## config.mk

```make
export PLATFORM = sky130hd
export DESIGN_NAME = lsu_dma
export DESIGN_NICKNAME = d
export VERILOG_FILES = /design/src/rtl/lsu_dma.sv
export SDC_FILE = /design/constraint.sdc
export NUM_CORES = 1
export LEC_CHECK = 0
export BUFFER_PORTS_ARGS = -buffer_cell sky130_fd_sc_hd__buf_2
export CAP_MARGIN = 10
export CORE_ASPECT_RATIO = 2
export CORE_MARGIN = 5
export CORE_UTILIZATION = 55
export CTS_CLUSTER_DIAMETER = 50
export CTS_CLUSTER_SIZE = 25
export DETAILED_ROUTE_END_ITERATION = 12
export PLACE_DENSITY = 0.93
export SLEW_MARGIN = 20
export SYNTH_ARGS = -nofsm -noshare
export SYNTH_HDL_FRONTEND = slang
export SYNTH_SLANG_ARGS = --single-unit
```

## constraint.sdc

```tcl
create_clock -name i_clk -period 7 [get_ports i_clk]
set_clock_uncertainty 0.1 [all_clocks]
set_input_delay 0.7 -clock i_clk [delete_from_list [all_inputs] [get_ports i_clk]]
set_output_delay 0.7 -clock i_clk [all_outputs]
set_load 0.02 [all_outputs]
```

## src/rtl/lsu_dma.sv

```systemverilog
// lsu_dma: word-granular copy/fill DMA that borrows the LSU port; fill mode enabled by LSU_DMA_FILL_EN.
module lsu_dma #(
  parameter int LEN_W = 16
) (
  input  logic             i_clk,
  input  logic             i_reset,
  input  logic             i_start,
  input  logic [31:0]      i_src,
  input  logic [31:0]      i_dst,
  input  logic [LEN_W-1:0] i_len,
  input  logic             i_fill,
  input  logic [31:0]      i_fill_data,
  input  logic             i_abort,
  input  logic             i_gnt,
  input  logic [31:0]      i_rdata,
  output logic             o_req,
  output logic [31:0]      o_addr,
  output logic [31:0]      o_wdata,
  output logic [3:0]       o_bmask,
  output logic             o_wren,
  output logic             o_busy,
  output logic             o_done,
  output logic             o_err,
  output logic [LEN_W-1:0] o_count
);
  typedef enum logic [1:0] {IDLE, RD, WR, DONE} state_t;
  state_t state_q, state_d;
  logic [31:0] src_q, dst_q, buf_q, pat_q;
  logic [LEN_W-1:0] rem_q, count_q;
  logic fill_q, err_q, fill_sel, misalign, rd_go, wr_go, busy;
`ifdef LSU_DMA_FILL_EN
  assign fill_sel = i_fill;
`else
  logic unused_fill;
  assign unused_fill = i_fill;
  assign fill_sel = 1'b0;
`endif
  assign misalign = |{i_src[1:0], i_dst[1:0]};
  // abort wins over grant, so an aborted cycle never touches the bus
  assign busy  = !i_reset && (state_q == RD || state_q == WR);
  assign rd_go = busy && state_q == RD && i_gnt && !i_abort;
  assign wr_go = busy && state_q == WR && i_gnt && !i_abort;
  always_comb begin
    state_d = state_q;
    case (state_q)
      IDLE:    state_d = !i_start ? IDLE : (misalign || i_len == '0) ? DONE : fill_sel ? WR : RD;
      RD:      state_d = i_abort ? DONE : i_gnt ? WR : RD;
      WR:      state_d = i_abort ? DONE : !i_gnt ? WR : rem_q == LEN_W'(1) ? DONE : fill_q ? WR : RD;
      default: state_d = IDLE;
    endcase
  end
  always_comb begin
    o_req   = busy;
    o_busy  = busy;
    o_done  = !i_reset && state_q == DONE;
    o_err   = !i_reset && err_q;
    o_count = i_reset ? '0 : count_q;
    o_addr  = rd_go ? src_q : wr_go ? dst_q : '0;
    o_wdata = wr_go ? (fill_q ? pat_q : buf_q) : '0;
    o_bmask = rd_go ? 4'b0100 : wr_go ? 4'b1010 : 4'b0000;
    o_wren  = wr_go;
  end
  always_ff @(posedge i_clk) begin
    if (i_reset) begin
      state_q <= IDLE;
      src_q   <= '0;
      dst_q   <= '0;
      buf_q   <= '0;
      pat_q   <= '0;
      rem_q   <= '0;
      count_q <= '0;
      fill_q  <= 1'b0;
      err_q   <= 1'b0;
    end else begin
      state_q <= state_d;
      if (state_q == IDLE && i_start) begin
        src_q   <= i_src;
        dst_q   <= i_dst;
        rem_q   <= i_len;
        fill_q  <= fill_sel;
        pat_q   <= i_fill_data;
        count_q <= '0;
        err_q   <= misalign;
      end
      if (rd_go) buf_q <= i_rdata;
      if (wr_go) begin
        src_q   <= src_q + 32'd4;
        dst_q   <= dst_q + 32'd4;
        count_q <= count_q + LEN_W'(1);
        rem_q   <= rem_q - LEN_W'(1);
      end
    end
  end
endmodule

```

==> impl_metrics.csv, run 1 <==
group,metric,value,unit
pwr,swShare,30.08,%
grt,grt_pass1_vias,7787,
pwr,comb_power_share,17.2,%
floorplanning,die_h,172.6,µm
clock_network,cts_hold_buffers,0,
grt,grt_max_degree,103,
critical_path,path_delay_family,"compound AO/OA/AOI/OAI gates",
hold_path,min_path_type,"register to register",
synthesis,synthArstFlopShare,0,%
synthesis,yosysSeqAreaShare,36.06,%
synthesis,ys.warnings.count,0,
floorplanning,die_x,91.32,µm
critical_path,crit_buf_inv,3,
place,gp_congestion,0.9479,
clock_network,cts-resized-gates,0,
route,wl,23850,µm
critical_path,worst_setup_path_end_kind,"output pin",
clock_network,cts_root_buffer,"clkbuf_16",
grt,grtUsageTotal,28.62,%
route,wire_per_inst,18.59,µm
clock_network,clock_latency,420,ps
synthesis,synthTopCellsByArea,"dfxtp_1 (36%), nand2_1 (7.0%), nor2_1 (5.2%)",
synthesis,synth_top_cell_by_area,"dfxtp_1",
floorplanning,io_pins,239,
sta,relSlewSlack,29.96,%
place,placed_cell_area,8284,µm²
pwr,pwr-share-clk,42.5,%
critical_path,cp.arrival,3390,ps
critical_path,path_cells,"inv_1 -> ha_1 -> nand4bb_1 -> a21oi_2 -> buf_4 -> a22o_1 -> buf_2",
cells_and_area,fillCellCount,1062,
critical_path,criticalPathCategory,"register to output pin",
place,dp.final_hpwl,16510,µm
pwr,vdd_drop_max,0.1921,mV
sta,rsz0062_at_grt,"no",
route,drt_iter0_markers,857,
floorplanning,die_area,15760,µm²
sta,setup_ws,2806,ps
synthesis,yosysTopAreaCellShare,36.06,%
route,drtPass1Iterations,6,
clock_network,cts-buffers-inserted,17,
route,num_vias,8145,
synthesis,netlist_instances,956,
floorplanning,fp-row-count,59,
route,postRouteAntennaNets,0,
synthesis,yosys-top-cells-count,"nand2_1 (135), dfxtp_1 (131), nor2_1 (101)",
pwr,p_sw,0.0006567,W
synthesis,synth_nets,1115,
clock_network,cts_max_level,4,
critical_path,critPathMaxFanout,25,
sta,maxSlewViolCount,0,
synthesis,yosys_most_used_dff,"dfxtp_1",
place,portBuffers,204,
cells_and_area,postLayoutCellArea,8904,µm²
pwr,power_density,245.2,nW/µm²
sta,fin_crit_sh,59.92,%
clock_network,cts_sinks,131,
sta,tns,0,ps
critical_path,slowest_stage,"a21oi_2",
synthesis,synth.distinct_cells,65,
clock_network,cts_buffer_depth,2,
grt,antenna_found_initial,2,
clock_network,cts_tree,"done",
route,drcViolationCount,0,
critical_path,cp.required,6200,ps
sta,worst_pin_slew,1043,ps
critical_path,ff2ff_setup_slack,3860,ps
run,cap_violations,0,
sta,hold_viol_final,0,
pwr,internal_power,0.001526,W
critical_path,worstSetupStartpointType,"register",
cells_and_area,area_growth,22.42,%
pwr,power.leakage,3.608,nW
synthesis,netlist_area,7273,µm²
clock_network,postCtsSetupBuffers,0,
cells_and_area,utilization,68.53,%
place,place_ws,2973,ps
clock_network,clkTransAtPathRegs,60,ps
floorplanning,start_util,55.98,%
synthesis,syn_area_per_cell,7.608,µm²
synthesis,synth.most_common_cell,"nand2_1",
status,status,"complete, no violations",
grt,grt_pass1_wl,37520,µm
synthesis,yosys_register_bits,131,
cells_and_area,drive_above_1_share,25.07,%
synthesis,synth_edf_count,0,
sta,setup_viol,0,
floorplanning,design.core.area,12990,µm²
pwr,pwr-share-seq,40.4,%
grt,gr-total-overflow,0,
sta,max_freq,0.2384,GHz
critical_path,cp_slowest_stage_delay,750,ps
sta,period_needed,4194,ps
cells_and_area,nets,1275,
route,via_per_inst,6.348,
[flip-flops by register name, summed over array words and instances (netlist names)]
register  cells
state_q       2
src_q        32
count_q      16
rem_q        16
err_q         1
buf_q        32
dst_q        32
[cell usage in the layout (no fill, tap or decap), drive strengths merged, types with 7 or more instances in the layout]
master  instances
a31o           13
clkbuf         18
a211oi         13
buf           214
mux2i           9
nor3           18
a221oi          7
nand2         135
nand4          25
nor2          101
inv            13
o22ai          11
a22o           32
ha              9
mux2           11
o21ai          70
nand2b         33
nor2b          18
nand3          36
dfxtp         131
a21oi          52
a31oi          18
or3             7
nor4           22
xor2           17
and3           12
[worst register-to-register path, stage by stage (launching register included)]
cell       delay [ps]
dfxtp_1           360
inv_1              70
ha_1              290
nand4bb_1         640
clkinv_1          630
and4_1            470
nand3_1           110
mux2_2            340
nor2_1             90
[routing by layer]
layer / track usage (%) / up-vias / share of wire (%)
li1: - / 3799 / -
met1: 31.64 / 3752 / 36
met2: 48.64 / 486 / 50
met3: 5.000 / 108 / 7.2
met4: 19.89 / 0 / 5.9
met5: 0 / - / 0
[worst paths after layout]
check                         from  cells past startpoint                       to
min reg2reg  dst_q[0]$_SDFFE_PP0P_                      2    dst_q[0]$_SDFFE_PP0P_
min          dst_q[0]$_SDFFE_PP0P_                      2    dst_q[0]$_SDFFE_PP0P_
max          state_q[0]$_SDFF_PP0_                      7               o_addr[21]
max reg2reg  state_q[0]$_SDFF_PP0_                      8  count_q[8]$_SDFFE_PP0P_
[kinds of logic after synthesis]
kind of cell / after synthesis / share of synthesized area (%)
xor gates and xnor gates: 20 / 2.408
DFF: 131 / 36.06
muxes: 20 / 2.942
adders and majority gates: 9 / 1.548
and+or+nand+nor: 432 / 28.92
AOI/OAI and AO/OA: 259 / 23.52
buffers and inverters: 84 / 4.559
other: 1 / 0.05156
[per-stage QoR]
stage,power [W],instances,hold WS [ps]
final,0.002183,1283,359.5
after global routing,0.002261,1283,387.1
after CTS,0.002176,1281,362.7
after detailed placement,0.001257,1249,351.2
after global placement,0.001243,1249,329.7
after floorplan,0.001129,956,318.6
[final cells by class]
type	instances	area [µm²]	area share, %
repair buffers	214	1099	12.34
multi-input cells	741	4332	48.65
well taps	152	190.2	2.136
diodes	2	5.005	0.05621
clock buffers	18	439.2	4.933
inverters	11	41.29	0.4637
clock inverters	14	175.2	1.967
flip-flops and latches	131	2623	29.45
[power by group through the flow]
stage / combinational, W / sequential, W / clock, W
global placement: 0.000355 / 0.000889 / 0
global route: 0.000409 / 0.000888 / 0.000964
finish: 0.000375 / 0.000881 / 0.000927
CTS: 0.000369 / 0.000877 / 0.000930
floorplan: 0.000262 / 0.000867 / 0
detailed placement: 0.000364 / 0.000893 / 0
Power figures use the tool's default switching activity.
==> run 2: changes to the inputs <==
--- a/config.mk
+++ b/config.mk
@@ -5,15 +5,16 @@
 export SDC_FILE = /design/constraint.sdc
 export NUM_CORES = 1
 export LEC_CHECK = 0
+export ABC_AREA = 1
 export BUFFER_PORTS_ARGS = -buffer_cell sky130_fd_sc_hd__buf_2
 export CAP_MARGIN = 10
 export CORE_ASPECT_RATIO = 2
 export CORE_MARGIN = 5
-export CORE_UTILIZATION = 55
+export CORE_UTILIZATION = 48
 export CTS_CLUSTER_DIAMETER = 50
 export CTS_CLUSTER_SIZE = 25
 export DETAILED_ROUTE_END_ITERATION = 12
-export PLACE_DENSITY = 0.93
+export PLACE_DENSITY = 0.85
 export SLEW_MARGIN = 20
 export SYNTH_ARGS = -nofsm -noshare
 export SYNTH_HDL_FRONTEND = slang
==> constraint.sdc (replaced) <==
create_clock -name i_clk -period 3.6 [get_ports i_clk]
set_clock_uncertainty 0.1 [all_clocks]
set_input_delay 0.36 -clock i_clk [delete_from_list [all_inputs] [get_ports i_clk]]
set_output_delay 0.36 -clock i_clk [all_outputs]
set_load 0.02 [all_outputs]
==> run 2 against run 1 <==
Net effect:
- routed wire length up 18%
- sequential power up 92%
- combinational power up 150%
- core utilization down 9.5 points
- die area up 27%
- area after synthesis up 13%
- via count up 16%
- design area up 12%
- sequential cell count unchanged
- global-route usage down 0.36 points
- clock power up 110%
- hold slack worse by 320 ps
- largest cell class unchanged
==> impl_metrics.csv, run 2 <==
group,metric,value,unit
floorplanning,design.core.area,16850,µm²
critical_path,worst_setup_path_end_kind,"output pin",
cells_and_area,diodes,0,
synthesis,synth-simple-area-share,37.40,%
grt,grt_max_degree,102,
grt,gr-total-overflow,0,
critical_path,criticalPathCategory,"register to output pin",
synthesis,synth_compound_area_share,15.22,%
place,dp.final_hpwl,21580,µm
pwr,power_density,458.1,nW/µm²
cells_and_area,mostFrequentLayoutCells,"nand2_1 (463), buf_2 (204), nor2_1 (190)",
clock_network,cts_max_level,4,
synthesis,yosys_most_used_dff,"dfxtp_1",
clock_network,cts_tree,"done",
critical_path,worstReg2RegEnd,"dst_q[9]$_SDFFE_PP0P_",
hold_path,min_path_type,"primary input to register",
route,drcViolationCount,0,
critical_path,critPathMaxFanout,29,
route,wire_per_inst,15.91,µm
route,drtPass1Iterations,5,
sta,setup_viol,0,
cells_and_area,drive_above_1_share,17.62,%
clock_network,cts_buffer_depth,2,
pwr,p_sw,0.001424,W
pwr,power.leakage,4.524,nW
clock_network,cts-buffers-inserted,17,
grt,grt_pass1_wl,44040,µm
synthesis,netlist_area,8229,µm²
floorplanning,die_h,195.2,µm
route,num_vias,9418,
synthesis,synth_xor_area_share,2.448,%
sta,tns,0,ps
pwr,pwr-share-clk,42.7,%
synthesis,yosys-top-cells-count,"nand2_1 (463), nor2_1 (191), inv_1 (159)",
hold_path,holdPathStages,3,
synthesis,synthTopCellsByArea,"dfxtp_1 (32%), nand2_1 (21%), nor2_1 (8.7%)",
pwr,comb_power_share,20.2,%
synthesis,synth_top_cell_by_area,"dfxtp_1",
critical_path,timing.rr.start,"state_q[0]$_SDFF_PP0_",
run,cap_violations,0,
floorplanning,die_x,102.6,µm
cells_and_area,area_growth,20.97,%
cells_and_area,largest_registers,"buf_q (32), dst_q (32), src_q (32)",
floorplanning,start_util,48.84,%
synthesis,synth_top_family_by_area,"simple AND/OR/NAND/NOR gates",
grt,grtUsageTotal,28.26,%
clock_network,clock_latency,420,ps
synthesis,synth-adder-area-share,1.368,%
sta,worst_pin_slew,1091,ps
synthesis,synthArstFlopShare,0,%
synthesis,synth.most_common_cell,"nand2_1",
sta,hold_viol_final,0,
critical_path,cp.arrival,2750,ps
cells_and_area,fillCellCount,1684,
clock_network,postCtsSetupBuffers,0,
sta,maxSlewViolCount,0,
floorplanning,die_area,20020,µm²
cells_and_area,nets,1712,
status,status,"complete, no violations",
synthesis,yosysTopAreaCellShare,31.87,%
clock_network,cts_root_buffer,"clkbuf_16",
synthesis,netlist_instances,1380,
route,wl,28220,µm
synthesis,ys.warnings.count,0,
critical_path,cp.required,3140,ps
cells_and_area,final_common_cell,"nand2_1",
critical_path,worstSetupStartpointType,"register",
place,portBuffers,204,
synthesis,synth_nets,1539,
grt,antenna_found_initial,2,
route,postRouteAntennaNets,0,
synthesis,synth.distinct_cells,34,
floorplanning,fp-row-count,67,
synthesis,yosysSeqAreaShare,31.87,%
clock_network,clkTransAtPathRegs,60,ps
sta,fin_crit_sh,89.10,%
sta,max_freq,0.3118,GHz
hold_path,worstHoldEndpoint,"buf_q[6]$_SDFFE_PP0P_",
synthesis,muxShareOfSynthArea,0,%
clock_network,cts-resized-gates,0,
sta,rsz0062_at_grt,"no",
clock_network,cts_hold_buffers,0,
sta,relSlewSlack,27.25,%
pwr,pwr-share-seq,37.1,%
pwr,vdd_drop_max,0.3102,mV
pwr,internal_power,0.003135,W
place,gp_congestion,0.9673,
route,drt_iter0_markers,437,
route,via_per_inst,5.312,
critical_path,ff2ff_setup_slack,850,ps
grt,grt_pass1_vias,9029,
cells_and_area,final_cells,1773,
pwr,swShare,31.24,%
place,dpl.cell_count,1741,
hold_path,hold_path_startpoint,"i_rdata[6]",
synthesis,syn_area_per_cell,5.963,µm²
synthesis,yosys_register_bits,131,
floorplanning,io_pins,239,
clock_network,cts_sinks,131,
critical_path,rr_worst_depth,10,
pwr,power,0.004560,W
synthesis,synth_edf_count,0,
sta,period_needed,3208,ps
run 2: cell types whose count changed in the layout (fill, tap and decap cells not counted), sizes merged, moves of 22 or more:
| cell | before | now |
|---|---|---|
| a22o | 32 | 3 |
| inv | 13 | 168 |
| nand2 | 135 | 467 |
| nand2b | 33 | 0 |
| nand3 | 36 | 59 |
| nor2 | 101 | 195 |
| nor4 | 22 | 0 |
| o21ai | 70 | 127 |
| o22ai | 11 | 37 |
run 2: final cells by class:
type / instances / area, µm² / area share, %
clock buffer: 20 / 456.7 / 4.588
clock inverter: 12 / 202.7 / 2.036
inverter: 167 / 626.9 / 6.297
multi-input combinational: 1019 / 4656 / 46.77
sequential: 131 / 2623 / 26.34
tap: 207 / 259.0 / 2.602
timing repair buffer: 217 / 1131 / 11.36
run 2: power groups by stage:
| stage | clock network, W | logic [W] | registers (W) |
|---|---|---|---|
| 3_5_place_dp | 0 | 0.000915 | 0.00172 |
| 6_report | 0.00195 | 0.000921 | 0.00169 |
| 4_1_cts | 0.00197 | 0.000920 | 0.00169 |
| 3_3_place_gp | 0 | 0.000891 | 0.00171 |
| 5_1_grt | 0.00203 | 0.00104 | 0.00170 |
| 2_1_floorplan | 0 | 0.000647 | 0.00168 |
run 2: logic make-up (layout without fill, tap and decap cells):
family	count (synthesis)	in the layout
simple gates	767	767
flops	131	131
other cells	1	1
buf+inv	230	416
fa+ha+maj	9	9
compound gates	219	219
xor+xnor	23	23
run 2: worst max-delay path by stage:
stage / to / start / slack [ps]
finish: o_addr[9] / state_q[0]$_SDFF_PP0_ / 390
global route: o_addr[8] / state_q[0]$_SDFF_PP0_ / 230
CTS: o_addr[8] / state_q[0]$_SDFF_PP0_ / 370
detailed placement: o_addr[8] / state_q[0]$_SDFF_PP0_ / 840
global placement: o_addr[8] / state_q[0]$_SDFF_PP0_ / 850
floorplan: o_addr[3] / state_q[0]$_SDFF_PP0_ / 1160
run 2: critical path, cell delays in order (launching register included):
cell and delay, ps:
dfxtp_1 340, inv_1 80, ha_1 220, inv_2 70, nor2_4 220, nand2_2 260
nor2_4 300, inv_2 280, o22ai_1 310, buf_2 230
run 2: per-layer routing:
| metal | share of wire, % | vias up | wire length [µm] | track usage, % |
|---|---|---|---|---|
| met1 | 35 | 4142 | 9834 | 28.58 |
| met5 | 0.057 | - | 16 | 0 |
| met3 | 7.5 | 120 | 2129 | 5.857 |
| li1 | - | 4706 | - | - |
| met2 | 50 | 446 | 14120 | 49.62 |
| met4 | 7.5 | 4 | 2114 | 19.95 |
run 2: through the flow:
stage / hold WS, ps / worst slack [ps] / utilization (%) / area, µm²
global placement: 352.4 / 852.3 / 55.16 / 9295
floorplan: 341.9 / 1155 / - / 8229
CTS: 15.87 / 373.2 / 59.08 / 9955
finish: 35.47 / 392.4 / 59.08 / 9955
detailed placement: 369.2 / 839.0 / 55.16 / 9295
global route: 31.53 / 229.2 / 59.08 / 9955
